--- src/rtl/vx_dp_ram_ctrl_pkg.sv ---
// Shared types and sizing helpers for the dual-port RAM front-end controller.
package vx_dp_ram_ctrl_pkg;

  typedef enum logic {
    ST_INIT = 1'b0,
    ST_RUN  = 1'b1
  } state_e;

  // Address width for n entries; never narrower than one bit.
  function automatic int unsigned log2up(input int unsigned n);
    return (n > 1) ? $clog2(n) : 1;
  endfunction

  // Width of a counter that must hold 0..depth inclusive.
  function automatic int unsigned credit_w(input int unsigned depth);
    return log2up(depth + 1);
  endfunction

endpackage

--- src/rtl/vx_dp_ram_ctrl_if.sv ---
// Client-side streams of the RAM controller: write, read request, read response.
interface vx_dp_ram_ctrl_if #(
  parameter int unsigned DATAW = 32,
  parameter int unsigned ADDRW = 6,
  parameter int unsigned WRENW = 1
);

  logic             wr_valid;
  logic             wr_ready;
  logic [ADDRW-1:0] wr_addr;
  logic [WRENW-1:0] wr_wren;
  logic [DATAW-1:0] wr_data;

  logic             rd_req_valid;
  logic             rd_req_ready;
  logic [ADDRW-1:0] rd_req_addr;

  logic             rd_rsp_valid;
  logic             rd_rsp_ready;
  logic [DATAW-1:0] rd_rsp_data;

  // Client side: issues writes and read requests, consumes responses.
  modport master (
    output wr_valid, wr_addr, wr_wren, wr_data,
    input  wr_ready,
    output rd_req_valid, rd_req_addr,
    input  rd_req_ready,
    input  rd_rsp_valid, rd_rsp_data,
    output rd_rsp_ready
  );

  // Controller side.
  modport slave (
    input  wr_valid, wr_addr, wr_wren, wr_data,
    output wr_ready,
    input  rd_req_valid, rd_req_addr,
    output rd_req_ready,
    output rd_rsp_valid, rd_rsp_data,
    input  rd_rsp_ready
  );

endinterface

--- src/rtl/VX_fifo_queue.sv ---
// Circular FIFO used as the read-response buffer; data_out is stable until popped.
module VX_fifo_queue #(
  parameter int unsigned DATAW = 32,
  parameter int unsigned DEPTH = 2
) (
  input  logic             clk,
  input  logic             reset,
  input  logic             push,
  input  logic             pop,
  input  logic [DATAW-1:0] data_in,
  output logic [DATAW-1:0] data_out,
  output logic             empty
);

  localparam int unsigned PTRW = (DEPTH > 1) ? $clog2(DEPTH) : 1;
  localparam int unsigned CNTW = $clog2(DEPTH + 1);

  logic [DATAW-1:0] mem_q [DEPTH];
  logic [PTRW-1:0]  rd_ptr_q, rd_ptr_d;
  logic [PTRW-1:0]  wr_ptr_q, wr_ptr_d;
  logic [CNTW-1:0]  count_q, count_d;
  logic             full;
  logic             do_push;
  logic             do_pop;

  function automatic logic [PTRW-1:0] ptr_inc(input logic [PTRW-1:0] p);
    return (p == PTRW'(DEPTH - 1)) ? '0 : p + 1'b1;
  endfunction

  assign empty    = (count_q == '0);
  assign full     = (count_q == CNTW'(DEPTH));
  assign do_push  = push & ~full;
  assign do_pop   = pop & ~empty;
  assign data_out = mem_q[rd_ptr_q];

  // Pointer and occupancy update.
  always_comb begin
    rd_ptr_d = rd_ptr_q;
    wr_ptr_d = wr_ptr_q;
    count_d  = count_q;
    if (do_push) begin
      wr_ptr_d = ptr_inc(wr_ptr_q);
    end
    if (do_pop) begin
      rd_ptr_d = ptr_inc(rd_ptr_q);
    end
    if (do_push && !do_pop) begin
      count_d = count_q + 1'b1;
    end else if (!do_push && do_pop) begin
      count_d = count_q - 1'b1;
    end
  end

  // Control state; reset empties the queue.
  always_ff @(posedge clk or negedge reset) begin
    if (!reset) begin
      rd_ptr_q <= '0;
      wr_ptr_q <= '0;
      count_q  <= '0;
    end else begin
      rd_ptr_q <= rd_ptr_d;
      wr_ptr_q <= wr_ptr_d;
      count_q  <= count_d;
    end
  end

  // Storage array, written on push.
  always_ff @(posedge clk) begin
    if (do_push) begin
      mem_q[wr_ptr_q] <= data_in;
    end
  end

endmodule

--- src/rtl/vx_dp_ram_ctrl.sv ---
// Dual-port RAM front-end: init sweep, zero-latency write path, credit-bounded
// read issue and an in-order, backpressurable read response stream.
module vx_dp_ram_ctrl
  import vx_dp_ram_ctrl_pkg::*;
#(
  parameter int unsigned      DATAW      = 32,
  parameter int unsigned      SIZE       = 64,
  parameter int unsigned      WRENW      = 1,
  parameter int unsigned      OUT_REG    = 1,
  parameter int unsigned      RSP_DEPTH  = 2,
  parameter logic [DATAW-1:0] INIT_VALUE = '0,
  parameter int unsigned      ADDRW      = log2up(SIZE)
) (
  input  logic             clk,
  input  logic             reset,
  vx_dp_ram_ctrl_if.slave  bus,
  output logic             ram_write,
  output logic [WRENW-1:0] ram_wren,
  output logic [ADDRW-1:0] ram_waddr,
  output logic [DATAW-1:0] ram_wdata,
  output logic             ram_read,
  output logic [ADDRW-1:0] ram_raddr,
  input  logic [DATAW-1:0] ram_rdata,
  output logic             init_busy
);

  localparam int unsigned CRDW = credit_w(RSP_DEPTH);

  state_e           state_q, state_d;
  logic [ADDRW-1:0] init_addr_q, init_addr_d;
  logic [CRDW-1:0]  credit_q, credit_d;
  logic             run;
  logic             wr_fire;
  logic             rd_fire;
  logic             rsp_push;
  logic             rsp_pop;
  logic             buf_empty;

  assign run       = (state_q == ST_RUN);
  assign init_busy = (state_q == ST_INIT);

  assign bus.wr_ready     = run;
  assign wr_fire          = run & bus.wr_valid;
  assign rsp_pop          = bus.rd_rsp_ready & ~buf_empty;
  // A response popped this cycle returns its credit immediately.
  assign bus.rd_req_ready = run & ((credit_q < CRDW'(RSP_DEPTH)) | rsp_pop);
  assign rd_fire          = bus.rd_req_valid & bus.rd_req_ready;
  assign bus.rd_rsp_valid = ~buf_empty;

  // Init sweep sequencing: one entry per cycle, then hand over to RUN.
  always_comb begin
    state_d     = state_q;
    init_addr_d = init_addr_q;
    if (state_q == ST_INIT) begin
      init_addr_d = init_addr_q + 1'b1;
      if (init_addr_q == ADDRW'(SIZE - 1)) begin
        state_d     = ST_RUN;
        init_addr_d = '0;
      end
    end
  end

  // FSM and init address registers.
  always_ff @(posedge clk or negedge reset) begin
    if (!reset) begin
      state_q     <= ST_INIT;
      init_addr_q <= '0;
    end else begin
      state_q     <= state_d;
      init_addr_q <= init_addr_d;
    end
  end

  // RAM port strobes; the INIT write is qualified by reset so nothing is
  // written while reset is held even though the state already reads INIT.
  always_comb begin
    ram_write = 1'b0;
    ram_wren  = '0;
    ram_waddr = '0;
    ram_wdata = '0;
    ram_read  = 1'b0;
    ram_raddr = '0;
    if (init_busy && reset) begin
      ram_write = 1'b1;
      ram_wren  = '1;
      ram_waddr = init_addr_q;
      ram_wdata = INIT_VALUE;
    end else if (wr_fire) begin
      ram_write = |bus.wr_wren;
      ram_wren  = bus.wr_wren;
      ram_waddr = bus.wr_addr;
      ram_wdata = bus.wr_data;
    end
    if (rd_fire) begin
      ram_read  = 1'b1;
      ram_raddr = bus.rd_req_addr;
    end
  end

  // Credits cover reads in flight plus entries held in the response buffer.
  always_comb begin
    credit_d = credit_q;
    if (rd_fire && !rsp_pop) begin
      credit_d = credit_q + 1'b1;
    end else if (!rd_fire && rsp_pop) begin
      credit_d = credit_q - 1'b1;
    end
  end

  // Credit counter register.
  always_ff @(posedge clk or negedge reset) begin
    if (!reset) begin
      credit_q <= '0;
    end else begin
      credit_q <= credit_d;
    end
  end

  if (OUT_REG == 0) begin : g_no_pipe
    assign rsp_push = rd_fire;
  end else begin : g_pipe
    logic [OUT_REG-1:0] pipe_q, pipe_d;

    // Shift issued-read markers until their data is on ram_rdata.
    always_comb begin
      pipe_d    = pipe_q << 1;
      pipe_d[0] = rd_fire;
    end

    // Read-valid pipe register.
    always_ff @(posedge clk or negedge reset) begin
      if (!reset) begin
        pipe_q <= '0;
      end else begin
        pipe_q <= pipe_d;
      end
    end

    assign rsp_push = pipe_q[OUT_REG-1];
  end

  VX_fifo_queue #(
    .DATAW (DATAW),
    .DEPTH (RSP_DEPTH)
  ) rsp_buf (
    .clk      (clk),
    .reset    (reset),
    .push     (rsp_push),
    .pop      (rsp_pop),
    .data_in  (ram_rdata),
    .data_out (bus.rd_rsp_data),
    .empty    (buf_empty)
  );

endmodule

--- src/flat_wrapper.sv ---
// flat-port wrapper written by rule: the top's interface ports become plain ports
module vx_dp_ram_ctrl_flat import vx_dp_ram_ctrl_pkg::*;
#(
  parameter int unsigned      DATAW      = 32,
  parameter int unsigned      SIZE       = 64,
  parameter int unsigned      WRENW      = 1,
  parameter int unsigned      OUT_REG    = 1,
  parameter int unsigned      RSP_DEPTH  = 2,
  parameter logic [DATAW-1:0] INIT_VALUE = '0,
  parameter int unsigned      ADDRW      = log2up(SIZE)
)
  (clk, reset, ram_write, ram_wren, ram_waddr, ram_wdata, ram_read, ram_raddr, ram_rdata, init_busy, bus_wr_valid, bus_wr_addr, bus_wr_wren, bus_wr_data, bus_wr_ready, bus_rd_req_valid, bus_rd_req_addr, bus_rd_req_ready, bus_rd_rsp_valid, bus_rd_rsp_data, bus_rd_rsp_ready);
  vx_dp_ram_ctrl_if #(.DATAW(DATAW), .ADDRW(ADDRW), .WRENW(WRENW)) bus_i ();
  input  logic clk;
  input  logic reset;
  output logic ram_write;
  output logic [WRENW-1:0] ram_wren;
  output logic [ADDRW-1:0] ram_waddr;
  output logic [DATAW-1:0] ram_wdata;
  output logic ram_read;
  output logic [ADDRW-1:0] ram_raddr;
  input  logic [DATAW-1:0] ram_rdata;
  output logic init_busy;
  input wire logic [$bits(bus_i.wr_valid)-1:0] bus_wr_valid;
  input wire logic [$bits(bus_i.wr_addr)-1:0] bus_wr_addr;
  input wire logic [$bits(bus_i.wr_wren)-1:0] bus_wr_wren;
  input wire logic [$bits(bus_i.wr_data)-1:0] bus_wr_data;
  output wire logic [$bits(bus_i.wr_ready)-1:0] bus_wr_ready;
  input wire logic [$bits(bus_i.rd_req_valid)-1:0] bus_rd_req_valid;
  input wire logic [$bits(bus_i.rd_req_addr)-1:0] bus_rd_req_addr;
  output wire logic [$bits(bus_i.rd_req_ready)-1:0] bus_rd_req_ready;
  output wire logic [$bits(bus_i.rd_rsp_valid)-1:0] bus_rd_rsp_valid;
  output wire logic [$bits(bus_i.rd_rsp_data)-1:0] bus_rd_rsp_data;
  input wire logic [$bits(bus_i.rd_rsp_ready)-1:0] bus_rd_rsp_ready;
  assign bus_i.wr_valid = bus_wr_valid;
  assign bus_i.wr_addr = bus_wr_addr;
  assign bus_i.wr_wren = bus_wr_wren;
  assign bus_i.wr_data = bus_wr_data;
  assign bus_wr_ready = bus_i.wr_ready;
  assign bus_i.rd_req_valid = bus_rd_req_valid;
  assign bus_i.rd_req_addr = bus_rd_req_addr;
  assign bus_rd_req_ready = bus_i.rd_req_ready;
  assign bus_rd_rsp_valid = bus_i.rd_rsp_valid;
  assign bus_rd_rsp_data = bus_i.rd_rsp_data;
  assign bus_i.rd_rsp_ready = bus_rd_rsp_ready;
  vx_dp_ram_ctrl #(.DATAW(DATAW), .SIZE(SIZE), .WRENW(WRENW), .OUT_REG(OUT_REG), .RSP_DEPTH(RSP_DEPTH), .INIT_VALUE(INIT_VALUE), .ADDRW(ADDRW)) u_core (.clk(clk), .reset(reset), .bus(bus_i), .ram_write(ram_write), .ram_wren(ram_wren), .ram_waddr(ram_waddr), .ram_wdata(ram_wdata), .ram_read(ram_read), .ram_raddr(ram_raddr), .ram_rdata(ram_rdata), .init_busy(init_busy));
endmodule
--- config.mk ---
export PLATFORM = sky130hd
export DESIGN_NAME = vx_dp_ram_ctrl_flat
export DESIGN_NICKNAME = d
export VERILOG_FILES = /design/src/rtl/vx_dp_ram_ctrl_pkg.sv /design/src/rtl/vx_dp_ram_ctrl_if.sv /design/src/rtl/VX_fifo_queue.sv /design/src/rtl/vx_dp_ram_ctrl.sv /design/src/flat_wrapper.sv
export SDC_FILE = /design/constraint.sdc
export NUM_CORES = 1
export LEC_CHECK = 0
export BUFFER_PORTS_ARGS = -buffer_cell sky130_fd_sc_hd__buf_4
export CAP_MARGIN = 20
export CELL_PAD_IN_SITES_DETAIL_PLACEMENT = 0
export CELL_PAD_IN_SITES_GLOBAL_PLACEMENT = 2
export CORE_AREA = 5 5 120 122
export CTS_BUF_LIST = sky130_fd_sc_hd__clkbuf_16
export DETAILED_ROUTE_END_ITERATION = 10
export DIE_AREA = 0 0 125 127
export PLACE_DENSITY = 0.83
export SYNTH_ARGS = -nofsm -noshare
export SYNTH_HDL_FRONTEND = slang
export SYNTH_SLANG_ARGS = --single-unit
export TNS_END_PERCENT = 50
--- constraint.sdc ---
create_clock -name clk -period 2.6 [get_ports clk]
set_clock_uncertainty 0.1 [all_clocks]
set_input_delay 0.26 -clock clk [delete_from_list [all_inputs] [get_ports clk]]
set_output_delay 0.26 -clock clk [all_outputs]
set_load 0.02 [all_outputs]
Yosys cells after proc, flatten, opt, wreduce, memory -nomap -nowiden
Memories as Yosys holds them, arrays and structs flattened.
Index checks and enable logic that the tools add are counted.
{"block": "totals", "reg_bits": 14, "inputBits": 82, "elab_cells": 59, "memories": 1, "mem_bits_rw": 64, "output_inout_bits": 83}
{"name": "u_core.rsp_buf.mem_q", "words": 2, "word_bits": 32, "rd": 1, "rd_ports_with_merged_regs": 0, "wr": 1, "line_no": "VX_fifo_queue.sv:18", "source": "logic [DATAW-1:0] mem_q [DEPTH];"}
{"block": "op_classes", "n_eq_ne": 2, "n_addsub": 7, "n_lt_le_gt_ge": 1, "n_mux": 19, "reduce_logical": 12, "n_bitwise": 10}
{"op": "32-bit 2-to-1 mux", "count": 2}
{"op": "6-bit 2-to-1 mux", "count": 4}
{"op": "1-bit 2-to-1 mux", "count": 9}
{"op": "2-bit 2-to-1 mux", "count": 4}
{"op": "6-bit by 1-bit adder with 6-bit output, second input constant", "count": 1}
{"op": "1-bit AND", "count": 6}
{"op": "6-bit equality test, second input constant", "count": 1}
{"op": "1-bit logical AND", "count": 5}
{"op": "2-bit by 1-bit adder with 2-bit output, second input constant", "count": 2}
{"op": "1-bit logical NOT", "count": 4}
{"op": "2-bit nonzero test", "count": 2}
{"op": "2-bit by 1-bit subtractor with 2-bit output, second input constant", "count": 2}
{"op": "1-bit NOT", "count": 3}
{"op": "1-bit adder, second input constant", "count": 2}
{"op": "2-bit equality test, second input constant", "count": 1}
{"op": "2-bit logical NOT", "count": 1}
{"op": "2-bit < comparator, second input constant", "count": 1}
{"op": "1-bit OR", "count": 1}

Longest topological paths before layout
{"block": "logic_depth", "word_depth": 10, "depth_mapped": 7, "mapped_depth_nobuf": 7}

Modules after synthesis
From an unflattened synthesis, not the netlist that was laid out.
{"block": "unflattened", "hier_cells": 217, "hier_area_um2": 3464.6}
{"mod": "VX_fifo_queue", "n_inst": 1, "cells_each": 119, "area_per_inst_um2": 2626.3}
{"mod": "vx_dp_ram_ctrl", "n_inst": 1, "cells_each": 98, "area_per_inst_um2": 838.3}

Worst setup path after synthesis
Ideal clock, no wire load.
{"block": "synth_timing", "kind": "register to register", "start": "register u_core.rsp_buf.count_q[1]", "end": "memory u_core.rsp_buf.mem_q[0][0] (enable)", "path_buffers": 0, "slack_ps": 118, "stages_incl_launch_ff": 4, "arrival_ps": 1961, "required_time_ps": 2079, "setup_time_ps": 421, "period_less_slack_ps": 2482, "cell_sequence": "dfrtp_1 -> inv_1 -> o21ai_1 -> nor2_1"}
{"block": "synth_between", "elab_chain_len": 5}
{"item": "start, declared", "line_no": "VX_fifo_queue.sv:21", "source": "logic [CNTW-1:0] count_q, count_d;"}
{"item": "start signal, assigned", "line_no": "VX_fifo_queue.sv:63", "source": "count_q <= count_d;"}
{"item": "2-bit equality test", "line_no": "VX_fifo_queue.sv:31", "source": "assign full = (count_q == CNTW'(DEPTH));"}
{"item": "1-bit NOT", "line_no": "VX_fifo_queue.sv:32", "source": "assign do_push = push & ~full;"}
{"item": "1-bit AND", "line_no": "VX_fifo_queue.sv:32"}
{"item": "1-bit 2-to-1 mux", "line_no": "VX_fifo_queue.sv:69", "source": "if (do_push) begin"}
{"item": "1-bit 2-to-1 mux (implied by the code)", "line_no": "VX_fifo_queue.sv:70", "source": "mem_q[wr_ptr_q] <= data_in;"}
{"item": "end, declared", "line_no": "VX_fifo_queue.sv:18"}
Every way passes these cells.

Worst setup path after layout
{"block": "layout_timing", "start": "register u_core.rsp_buf.rd_ptr_q", "end": "output port bus_rd_rsp_data[25]"}
{"block": "layout_between", "elab_chain_len": 1}
{"item": "start, declared", "line_no": "VX_fifo_queue.sv:19", "source": "logic [PTRW-1:0] rd_ptr_q, rd_ptr_d;"}
{"item": "start signal, assigned", "line_no": "VX_fifo_queue.sv:61", "source": "rd_ptr_q <= rd_ptr_d;"}
{"item": "memory 2 x 32 bit"}
{"item": "end, declared", "line_no": "flat_wrapper.sv:33", "source": "output wire logic [$bits(bus_i.rd_rsp_data)-1:0] bus_rd_rsp_data;"}
Every way passes these cells.

==> flow_summary.json <==
{
  "fin_area_um2": 5070,
  "initial_core_util_pct": 25.5,
  "ys_seq_area_share_pct": 68.2,
  "period_needed_ns": 2.10,
  "numCtsBuffers": 9,
  "worst_setup_path_start_kind": "flop",
  "rows": 42,
  "io-pin-count": 165,
  "p_switching_uw": 989,
  "synth_top_area_share_pct": 57.7,
  "routedWlPerCell_um": 15.6,
  "fillers": 1235,
  "fp.dieArea_um2": 15900,
  "setup_violations": 0,
  "ys_ff_latch": 78,
  "insertion_delay_ns": 0.32,
  "leakagePower_nw": 2.28,
  "io_buffers": 164,
  "critPathArrivalTime_ns": 1.74,
  "clk_path_buf_depth": 2,
  "drtPass1Iterations": 4,
  "vias": 2415,
  "die-width_um": 125,
  "grt_pass1_wl_mm": 13.6,
  "post_cts_resized": 0,
  "syn_inst": 225,
  "intPower_mw": 2.59,
  "gp_congestion": 0.822,
  "holdWs_ns": 0.0207,
  "drc": 0,
  "grt_pass1_vias": 2533,
  "grt_max_degree": 52,
  "synth_top_cells_by_area": "edfxtp_1, dfrtp_1, mux2_1",
  "vdd_drop_max_mv": 0.284,
  "path_clk_slew_ns": 0.06,
  "drv_slew": 0,
  "clkSinkCount": 78,
  "design.core.area_um2": 13100,
  "cp_max_fo": 26,
  "grt_overflow": 0,
  "max_slew_margin_pct": 63.7,
  "hold_path_class": "in2reg",
  "seqPwrFrac_pct": 40.8,
  "htreeDepth": 3,
  "synth_fp_nets": 310,
  "dp_hpwl_mm": 6.80,
  "fmax_mhz": 477,
  "antenna_left": 0,
  "p_per_area_nw_per_um2": 706,
  "finalHoldViolCount": 0,
  "combPwrFrac_pct": 25.7,
  "cts_tree": "done",
  "required_ns": 2.24,
  "area_delta_synth_final_pct": 52.3,
  "hold_buffers": 1,
  "setup_tns_ns": 0,
  "drive_gt1_share_pct": 48.5,
  "via_per_inst": 4.22,
  "place_area_um2": 4770,
  "yosysTopAreaCell": "edfxtp_1",
  "drt-total-wl_mm": 8.94,
  "p_clk_share_pct": 33.5,
  "insertedDiodeCount": 0,
  "postCtsSetupRepairBufs": 0,
  "rsz0062_at_grt": "no",
  "run_status": "finished, final reports clean",
  "p_sw_share_pct": 27.6,
  "tightest_slew_ns": 0.540,
  "root_buffer": "clkbuf_16",
  "crit_type": "reg2out",
  "antenna_found_initial": 0,
  "cap_violations": 0,
  "syn_area_um2": 3330,
  "synth.avg_cell_area_um2": 14.8,
  "fin_crit_sh_pct": 80.6,
  "fp.dieH_um": 127,
  "synthDistinctLibCells": 29,
  "cp-end-kind": "output port",
  "yosys_warnings": 0,
  "fin_nets": 476,
  "grt_usage_pct": 11.1,
  "drt-initial-drc-count": 129
}
## stage by stage
stage | worst slack [ns] | utilization (%) | power (mW) | instances
2_1_floorplan | 0.118 | - | 2.00 | 225
5_1_grt | 0.413 | 38.8 | 3.76 | 572
3_5_place_dp | 0.735 | 36.5 | 2.42 | 555
3_3_place_gp | 0.756 | 36.5 | 2.41 | 555
4_1_cts | 0.461 | 38.8 | 3.65 | 572
6_report | 0.505 | 38.8 | 3.58 | 572
## final timing paths
| check | from | endpoint | slack [ns] | depth (start not counted) |
|---|---|---|---|---|
| setup / recovery | u_core.rsp_buf.rd_ptr_q$_DFFE_PN0P_ | bus_rd_rsp_data[25] | 0.50 | 3 |
| hold / removal | ram_rdata[22] | u_core.rsp_buf.mem_q[0][22]$_DFFE_PP_ | 0.02 | 1 |
| setup reg to reg | u_core.rsp_buf.count_q[0]$_DFFE_PN0P_ | u_core.credit_q[1]$_DFFE_PN0P_ | 0.75 | 7 |
| hold reg to reg | u_core.credit_q[0]$_DFFE_PN0P_ | u_core.credit_q[0]$_DFFE_PN0P_ | 0.40 | 1 |
| max in group asynchronous | reset | u_core.rsp_buf.rd_ptr_q$_DFFE_PN0P_ | 1.96 | 2 |
| min in group asynchronous | reset | u_core.init_addr_q[0]$_DFFE_PN0N_ | 0.24 | 2 |
## cells in the final DEF, fill, tap and decap left out, drive strengths merged
cell type      n
and2           1
nand2          9
nand4b         1
nor2           4
buf          168
xnor2          7
ha             3
nand4          1
clkbuf         9
and3          38
inv            6
dfrtp         14
or3            1
clkinv         6
o21ai         12
bufinv         1
a21oi          2
edfxtp        64
mux2          33
nand3          8
o211ai         1
xor2           3
or2            1
o31ai          1
dlygate4sd3    1
nand3b         1
## registers in the layout, indices dropped and copies added, names as in the netlist
signal / count
u_core.rsp_buf.wr_ptr_q: 1
u_core.rsp_buf.mem_q: 64
u_core.rsp_buf.count_q: 2
u_core.g_pipe.pipe_q: 1
u_core.init_addr_q: 6
u_core.bus.wr_ready: 1
u_core.credit_q: 2
u_core.rsp_buf.rd_ptr_q: 1
## area by class of cell
| type | count | area (µm²) | share of cell area (%) |
|---|---|---|---|
| Sequential cell | 78 | 2270 | 44.8 |
| Timing Repair Buffer | 169 | 1280 | 25.3 |
| Multi-Input combinational cell | 127 | 986 | 19.4 |
| Clock buffer | 9 | 225 | 4.44 |
| Tap cell | 176 | 220 | 4.34 |
| Clock inverter | 7 | 65.1 | 1.28 |
| Inverter | 6 | 22.5 | 0.444 |
## logic make-up (layout without fill, tap and decap cells)
group           Yosys count  count (layout)  synth area share, %
flops                    78              78                 68.2
xor+xnor                 10              10                 2.63
compound gates           16              16                 3.00
simple gates             65              65                 11.2
fa+ha+maj                 3               3                 1.13
buf+inv                  20             191                 2.70
mux                      33              33                 11.1
## synthesized netlist by cell type, drive strengths merged
| library cell | number |
|---|---|
| nor2 | 4 |
| and3 | 38 |
| mux2 | 33 |
| a21oi | 2 |
| nand4 | 1 |
| and2 | 1 |
| clkbuf | 4 |
| xor2 | 3 |
| ha | 3 |
| o211ai | 1 |
| xnor2 | 7 |
| buf | 10 |
| nand4b | 1 |
| edfxtp | 64 |
| inv | 6 |
| or2 | 1 |
| o21ai | 12 |
| or3 | 1 |
| o31ai | 1 |
| dfrtp | 14 |
| nand3 | 8 |
| nand3b | 1 |
| nand2 | 9 |
## power groups by stage
stage               logic (mW)  clock network (mW)  registers, mW
CTS                      0.944                1.24           1.46
floorplan                0.547                   0           1.45
detailed placement       0.934                   0           1.49
global placement         0.926                   0           1.49
finish                   0.922                1.20           1.46
global route             0.989                1.30           1.47
## critical path: stages, from the launching register on
cell,delay (ns)
dfrtp_1,0.59
buf_12,0.25
mux2_1,0.38
buf_4,0.17
## per-layer routing
layer | wire, µm | up-vias | GRT usage (%)
met3 | 976 | 13 | 4.88
met5 | 0 | - | 0
met1 | 3510 | 1087 | 12.3
met2 | 4270 | 145 | 18.6
met4 | 174 | 0 | 4.72
li1 | - | 1170 | -
(Power assumes the default switching activity.)
